[config.mk]
export PLATFORM = sky130hd
export DESIGN_NAME = cordic_arbiter
export DESIGN_NICKNAME = d
export VERILOG_FILES = /design/src/rtl/cordic_pkg.sv /design/src/rtl/cordic_rr_arb2.sv /design/src/rtl/cordic_arbiter.sv
export SDC_FILE = /design/constraint.sdc
export NUM_CORES = 1
export LEC_CHECK = 0
export CORE_AREA = 2 2 107 119
export DETAILED_ROUTE_END_ITERATION = 12
export DIE_AREA = 0 0 109 121
export PLACE_DENSITY = 0.81
export SETUP_SLACK_MARGIN = 0.05
export SLEW_MARGIN = 20
export SYNTH_ARGS = -nofsm -noshare
export SYNTH_HDL_FRONTEND = slang
export SYNTH_HIERARCHICAL = 1
export SYNTH_SLANG_ARGS = --single-unit
[constraint.sdc]
create_clock -name clk -period 3.12 [get_ports clk]
set_input_delay 0.624 -clock clk [delete_from_list [all_inputs] [get_ports clk]]
set_output_delay 0.624 -clock clk [all_outputs]
set_load 0.005 [all_outputs]
[src/rtl/cordic_pkg.sv]
// rtl/cordic_pkg.sv - shared types and defaults for the cordic arbiter
package cordic_pkg;

  localparam int CORDIC_DW       = 16;
  localparam int CORDIC_LATENCY  = 16;
  // operands and results are sign-magnitude: the top bit carries the sign
  localparam int CORDIC_SIGN_BIT = CORDIC_DW - 1;

  typedef enum logic [1:0] {
    IDLE = 2'd0,
    WAIT = 2'd1,
    RESP = 2'd2
  } cordic_state_e;

endpackage

[src/rtl/cordic_rr_arb2.sv]
// rtl/cordic_rr_arb2.sv - two-way round-robin grant for the shared core
module cordic_rr_arb2
  import cordic_pkg::*;
(
  input  logic valid0,
  input  logic valid1,
  input  logic rr_ptr,
  output logic ready0,
  output logic ready1
);

  // a lone requester always wins; on contention rr_ptr picks the winner
  assign ready0 = !valid1 || (rr_ptr == 1'b0);
  assign ready1 = !valid0 || (rr_ptr == 1'b1);

endmodule

[src/rtl/cordic_arbiter.sv]
// rtl/cordic_arbiter.sv - shares one cordic core between two requesters
module cordic_arbiter
  import cordic_pkg::*;
#(
  parameter int LATENCY = CORDIC_LATENCY,
  parameter int DW      = CORDIC_DW
) (
  input  logic          clk,
  input  logic          reset,
  input  logic          req0_valid,
  output logic          req0_ready,
  input  logic          req0_mode,
  input  logic [DW-1:0] req0_x,
  input  logic [DW-1:0] req0_y,
  input  logic [DW-1:0] req0_z,
  input  logic          req1_valid,
  output logic          req1_ready,
  input  logic          req1_mode,
  input  logic [DW-1:0] req1_x,
  input  logic [DW-1:0] req1_y,
  input  logic [DW-1:0] req1_z,
  output logic          rsp0_valid,
  input  logic          rsp0_ready,
  output logic [DW-1:0] rsp0_res1,
  output logic [DW-1:0] rsp0_res2,
  output logic          rsp1_valid,
  input  logic          rsp1_ready,
  output logic [DW-1:0] rsp1_res1,
  output logic [DW-1:0] rsp1_res2,
  output logic          core_mode,
  output logic [DW-1:0] core_x,
  output logic [DW-1:0] core_y,
  output logic [DW-1:0] core_z,
  input  logic [DW-1:0] core_res1,
  input  logic [DW-1:0] core_res2,
  output logic          busy,
  output logic          grant_id
);

  // the counter reaches zero on the edge where the core result is due
  localparam logic [7:0] CNT_INIT = 8'(LATENCY - 1);

  cordic_state_e state, state_nx;
  logic [7:0]    cnt;
  logic          rr_ptr;
  logic [DW-1:0] res1_q, res2_q;
  logic          arb_ready0, arb_ready1;
  logic          idle, acc0, acc1, accept, rsp_ack, cnt_done;

  cordic_rr_arb2 u_arb (
    .valid0 (req0_valid),
    .valid1 (req1_valid),
    .rr_ptr (rr_ptr),
    .ready0 (arb_ready0),
    .ready1 (arb_ready1)
  );

  assign idle       = (state == IDLE);
  assign req0_ready = idle && arb_ready0;
  assign req1_ready = idle && arb_ready1;
  assign acc0       = req0_valid && req0_ready;
  assign acc1       = req1_valid && req1_ready;
  assign accept     = acc0 || acc1;
  assign cnt_done   = (cnt == 8'd0);
  // only the granted port may retire the response
  assign rsp_ack    = grant_id ? rsp1_ready : rsp0_ready;

  assign busy       = !idle;
  assign rsp0_valid = (state == RESP) && !grant_id;
  assign rsp1_valid = (state == RESP) &&  grant_id;
  assign rsp0_res1  = res1_q;
  assign rsp0_res2  = res2_q;
  assign rsp1_res1  = res1_q;
  assign rsp1_res2  = res2_q;

  // state register
  always_ff @(posedge clk or negedge reset) begin
    if (!reset) state <= IDLE;
    else        state <= state_nx;
  end

  // next-state: one job in flight, new requests ignored until it retires
  always_comb begin
    state_nx = state;
    case (state)
      IDLE:    if (accept)   state_nx = WAIT;
      WAIT:    if (cnt_done) state_nx = RESP;
      RESP:    if (rsp_ack)  state_nx = IDLE;
      default:               state_nx = IDLE;
    endcase
  end

  // job datapath: latch operands on accept, count down, capture result, rotate priority
  always_ff @(posedge clk or negedge reset) begin
    if (!reset) begin
      cnt       <= 8'd0;
      rr_ptr    <= 1'b0;
      grant_id  <= 1'b0;
      core_mode <= 1'b0;
      core_x    <= '0;
      core_y    <= '0;
      core_z    <= '0;
      res1_q    <= '0;
      res2_q    <= '0;
    end else begin
      case (state)
        IDLE: if (accept) begin
          grant_id  <= acc1;
          cnt       <= CNT_INIT;
          core_mode <= acc1 ? req1_mode : req0_mode;
          core_x    <= acc1 ? req1_x    : req0_x;
          core_y    <= acc1 ? req1_y    : req0_y;
          core_z    <= acc1 ? req1_z    : req0_z;
        end
        WAIT: begin
          if (cnt_done) begin
            res1_q <= core_res1;
            res2_q <= core_res2;
          end else begin
            cnt <= cnt - 8'd1;
          end
        end
        RESP: if (rsp_ack) rr_ptr <= !grant_id;
        default: ;
      endcase
    end
  end

endmodule

==> tab_implementation.tex <==
\begin{tabular}{lr}
\hline
Metric & Value \\
\hline
\multicolumn{2}{l}{\textbf{Clocking}} \\
\quad Clk Tree Root Cell & sky130\_fd\_sc\_hd\_\_clkbuf\_16 \\
\quad TritonCTS Buffers & 9 \\
\quad Maximum level of the CTS H-tree & 3 \\
\quad Clock sinks & 93 \\
\quad TritonCTS clock tree & built \\
\quad Max Buffers Root-to-Sink & 2 \\
\quad CTS hold repair buffers & 0 \\
\quad Post\_cts resized & 0 \\
\quad Number of buffers inserted by post-CTS setup repair & 0 \\
\quad Reg clk slew, reported paths & about 0.060 ns \\
\quad Clock latency reported for the late side of the worst-skew pair & about 0.33 ns \\
\multicolumn{2}{l}{\textbf{Routing}} \\
\quad Count of antenna-violating nets left after detailed routing & 0 \\
\quad Drc violations & 0 \\
\quad Aggregate routed wire length & 12.55 mm \\
\quad Via-per-instance ratio & around 5 \\
\quad Vias post-DR & between 3,000 and 4,000 \\
\quad Average routed wire per standard cell & 17.48 um \\
\quad 1st-iter DRT viols & $\sim$120 \\
\quad Detailed-router iteration count before antenna repair & 4 \\
\multicolumn{2}{l}{\textbf{Yosys}} \\
\quad Cell area after technology mapping & between 0.004 and 0.005 mm\^{}2 \\
\quad Number of flops mapped to enable cells by yosys & 0 \\
\quad Commonest register cell after synthesis & sky130\_fd\_sc\_hd\_\_dfrtp\_1 \\
\quad Avg Inst Size Synth & approximately 14 um\^{}2 \\
\quad Async S/R FF share, synth & 1.000 \\
\quad Synthesized Nets & roughly 480 \\
\quad Register bit total from synthesis & between 90 and 100 \\
\quad Number of instances in the synthesized netlist & about 340 \\
\quad Share of the yosys chip area belonging to registers & 0.4942 \\
\quad Unique masters post-synth & 42 \\
\quad Count of yosys warnings during synthesis & 6 \\
\multicolumn{2}{l}{\textbf{Timing}} \\
\quad Final Critical Period & 2.611 ns \\
\quad Fmax & 383.0 MHz \\
\quad Max transition margin & 0.5613 \\
\quad Final period util & 0.8369 \\
\quad Slew at the pin closest to its max-slew limit & $\sim$0.66 ns \\
\quad Clk\_skew & 0.006164 ns \\
\quad Number of pins exceeding their max-slew limit in the final report & 0 \\
\quad Final Hold Vio Count & 0 \\
\quad Setup Viol. Count Final & 0 \\
\quad RSZ-0062 raised after global routing & no \\
\quad Total negative slack for setup checks & 0 ns \\
\multicolumn{2}{l}{\textbf{Final layout}} \\
\quad Proportion of layout cells with a drive suffix above 1 & 0.2766 \\
\quad Total inserted antenna cells & 0 \\
\quad Most frequent standard cell in the layout excluding fill and tap cells & sky130\_fd\_sc\_hd\_\_clkdlybuf4s50\_1 \\
\quad Total Nets Final & between 600 and 700 \\
\quad Area growth syn-to-layout & 57.76\% \\
\quad Number of filler cells placed in the layout & 932 \\
\quad Most used cells in the layout excluding fill and tap cells & 253 x sky130\_fd\_sc\_hd\_\_clkdlybuf4s50\_1, 101 x sky130\_fd\_sc\_hd\_\_mux2\_2, 93 x sky130\_fd\_sc\_hd\_\_dfrtp\_1, 29 x sky130\_fd\_sc\_hd\_\_mux2\_4, 9 x sky130\_fd\_sc\_hd\_\_clkbuf\_16 \\
\multicolumn{2}{l}{\textbf{GRT}} \\
\quad Initial antenna violation count & 0 \\
\quad Maximum number of pins on one net before global-route repair & 52 \\
\quad Wire length of the first global-routing pass & roughly 19 mm \\
\quad Vias in the first global route & about 3,800 \\
\quad Global routing usage summed across all routing layers & 0.1901 \\
\quad Global route total overflow & 0 \\
\multicolumn{2}{l}{\textbf{Pwr}} \\
\quad Part of the total power dissipated in the clock network & 0.162 \\
\quad Switching power as a share of total power & 0.2825 \\
\quad Sequential fraction of design power & 0.339 \\
\quad P\_leak & roughly 0.0031 uW \\
\quad IR Drop Worst-Case VDD & about 480 uV \\
\quad Combinational group share of total power & 0.499 \\
\quad Power per cell area & 897.9 mW/mm\^{}2 \\
\quad Total power of the final layout & 6671 uW \\
\quad NetSw & approximately 1900 uW \\
\quad Design internal power & approximately 4800 uW \\
\multicolumn{2}{l}{\textbf{Setup path}} \\
\quad Cell with the largest stage delay on the worst path & sky130\_fd\_sc\_hd\_\_or4\_4 \\
\quad Highest net fanout along the worst path & 33 \\
\quad R2R depth & 5 \\
\quad Startpoint class of the critical path & flip-flop \\
\quad Largest incremental delay on the critical path & $\sim$0.75 ns \\
\quad Cell-by-cell trace of the critical path & inv\_1 > ha\_1 > or3b\_2 > or4\_4 > mux2\_4 \\
\quad Top delay family on crit path & simple AND/OR/NAND/NOR gates \\
\quad Critical setup path kind & flip-flop to flip-flop \\
\quad Buf+Inv Stages, Crit Path & 1 \\
\quad Number of cells on the critical path & 5 \\
\quad Critical path arrival & around 2.8 ns \\
\quad Required arrival time at the worst endpoint & roughly 3.3 ns \\
\quad Endpoint class of the critical path & flip-flop \\
\multicolumn{2}{l}{\textbf{Floorplanning}} \\
\quad Die height & between 100 and 150 um \\
\quad Die area & roughly 0.013 mm\^{}2 \\
\quad Starting utilization of the core area & 0.3948 \\
\quad DIE WIDTH & 109 um \\
\quad Total core area & $\sim$0.012 mm\^{}2 \\
\quad \# IOs & $\sim$260 \\
\quad Row count & 42 \\
\multicolumn{2}{l}{\textbf{Outcome}} \\
\quad Run status & finished, final reports clean \\
\multicolumn{2}{l}{\textbf{Min path}} \\
\quad Class of the most critical hold timing path & primary input to asynchronous set/reset pin \\
\multicolumn{2}{l}{\textbf{Placed design}} \\
\quad DP Wirelength & between 9 and 10 mm \\
\quad Placer's final routability congestion estimate & 0.8354 \\
\quad Buffers added on ports & $\sim$250 \\
\multicolumn{2}{l}{\textbf{Run}} \\
\quad Count of max-cap constraint violations & 0 \\
\hline
\end{tabular}
final timing paths:
check	from	to	slack, ns
max reg2reg	cnt[0]$_DFFE_PN0P_	rsp0_res1[4]$_DFFE_PN0P_	0.51
max in group asynchronous	reset	core_y[2]$_DFFE_PN0P_	2.16
min reg2reg	core_z[3]$_DFFE_PN0P_	core_z[3]$_DFFE_PN0P_	0.50
min	reset	rsp0_res2[4]$_DFFE_PN0P_	0.27
min in group clk	core_z[3]$_DFFE_PN0P_	core_z[3]$_DFFE_PN0P_	0.50
max	cnt[0]$_DFFE_PN0P_	rsp0_res1[4]$_DFFE_PN0P_	0.51
final cells by class:
| cell class | instances | area (um^2) | area share |
|---|---|---|---|
| Sequential cell | 93 | 2327 | 0.3132 |
| Tap cell | 154 | 192.7 | 0.02593 |
| Clock buffer | 12 | 246.5 | 0.03318 |
| Timing Repair Buffer | 257 | 2587 | 0.3483 |
| Clock inverter | 4 | 47.55 | 0.006399 |
| Multi-Input combinational cell | 191 | 2002 | 0.2695 |
| Inverter | 7 | 26.28 | 0.003537 |
per-layer routing:
layer | up-vias | GRT usage | share of wire | wire [um]
met5 | - | 0 | 0 | 0
met4 | 0 | 0.06731 | 0.020 | 252
met3 | 20 | 0.05371 | 0.086 | 1080
met2 | 167 | 0.3548 | 0.53 | 6643
met1 | 1703 | 0.1999 | 0.36 | 4575
li1 | 1616 | - | - | -
sequential cells by signal, summed over array words and instances (netlist names):
register and flops:
core_x 16, core_y 16, core_z 16, rsp0_res1 16, rsp0_res2 16, cnt 8, state 2, core_mode 1
grant_id 1, rr_ptr 1
Yosys cell counts (2+ instances only):
cell type,number,share of area
sky130_fd_sc_hd__a21o_1,2,0.0032
sky130_fd_sc_hd__a21oi_1,4,0.0043
sky130_fd_sc_hd__and2_1,2,0.0027
sky130_fd_sc_hd__buf_1,3,0.0024
sky130_fd_sc_hd__buf_12,3,0.013
sky130_fd_sc_hd__buf_2,4,0.0043
sky130_fd_sc_hd__buf_4,32,0.051
sky130_fd_sc_hd__buf_6,2,0.0048
sky130_fd_sc_hd__clkbuf_1,6,0.0048
sky130_fd_sc_hd__dfrtp_1,93,0.49
sky130_fd_sc_hd__ha_1,2,0.0053
sky130_fd_sc_hd__inv_1,7,0.0056
sky130_fd_sc_hd__mux2_2,101,0.24
sky130_fd_sc_hd__mux2_4,29,0.092
sky130_fd_sc_hd__mux2i_1,2,0.0043
sky130_fd_sc_hd__nand2_1,3,0.0024
sky130_fd_sc_hd__nand2b_1,2,0.0027
sky130_fd_sc_hd__nor2_1,7,0.0056
sky130_fd_sc_hd__nor2b_1,2,0.0027
sky130_fd_sc_hd__nor3_1,3,0.0032
sky130_fd_sc_hd__nor4b_1,2,0.0037
sky130_fd_sc_hd__o2111ai_1,2,0.0037
sky130_fd_sc_hd__o21ai_0,8,0.0085
sky130_fd_sc_hd__or4_4,2,0.0048
power by group through the flow:
stage | logic [uW] | clock network (uW) | registers [uW]
6_report | 3330 | 1080 | 2260
2_1_floorplan | 1640 | 0 | 2240
3_3_place_gp | 3280 | 0 | 2240
3_5_place_dp | 3360 | 0 | 2280
5_1_grt | 3580 | 1170 | 2350
4_1_cts | 3370 | 1110 | 2270
logic make-up after synthesis:
kind of cell,count (synthesis),share of synthesized area
buffers and inverters,57,0.08555
AOI/OAI and AO/OA,23,0.03162
adders and majority gates,2,0.005313
muxes,132,0.3382
DFF,93,0.4942
and+or+nand+nor,34,0.04517
through the flow:
stage	cell area, um^2	setup WS [ns]	cells	hold slack, ns	util
after floorplan	4710	0.7723	341	0.3284	-
after global placement	7136	0.4500	702	0.4887	0.5982
after detailed placement	7136	0.4211	702	0.4947	0.5982
after CTS	7430	0.5405	718	0.2999	0.6228
after global routing	7430	0.4334	718	0.3141	0.6228
final	7430	0.5090	718	0.2717	0.6228
Note: power is estimated with default switching activity, not from simulation.
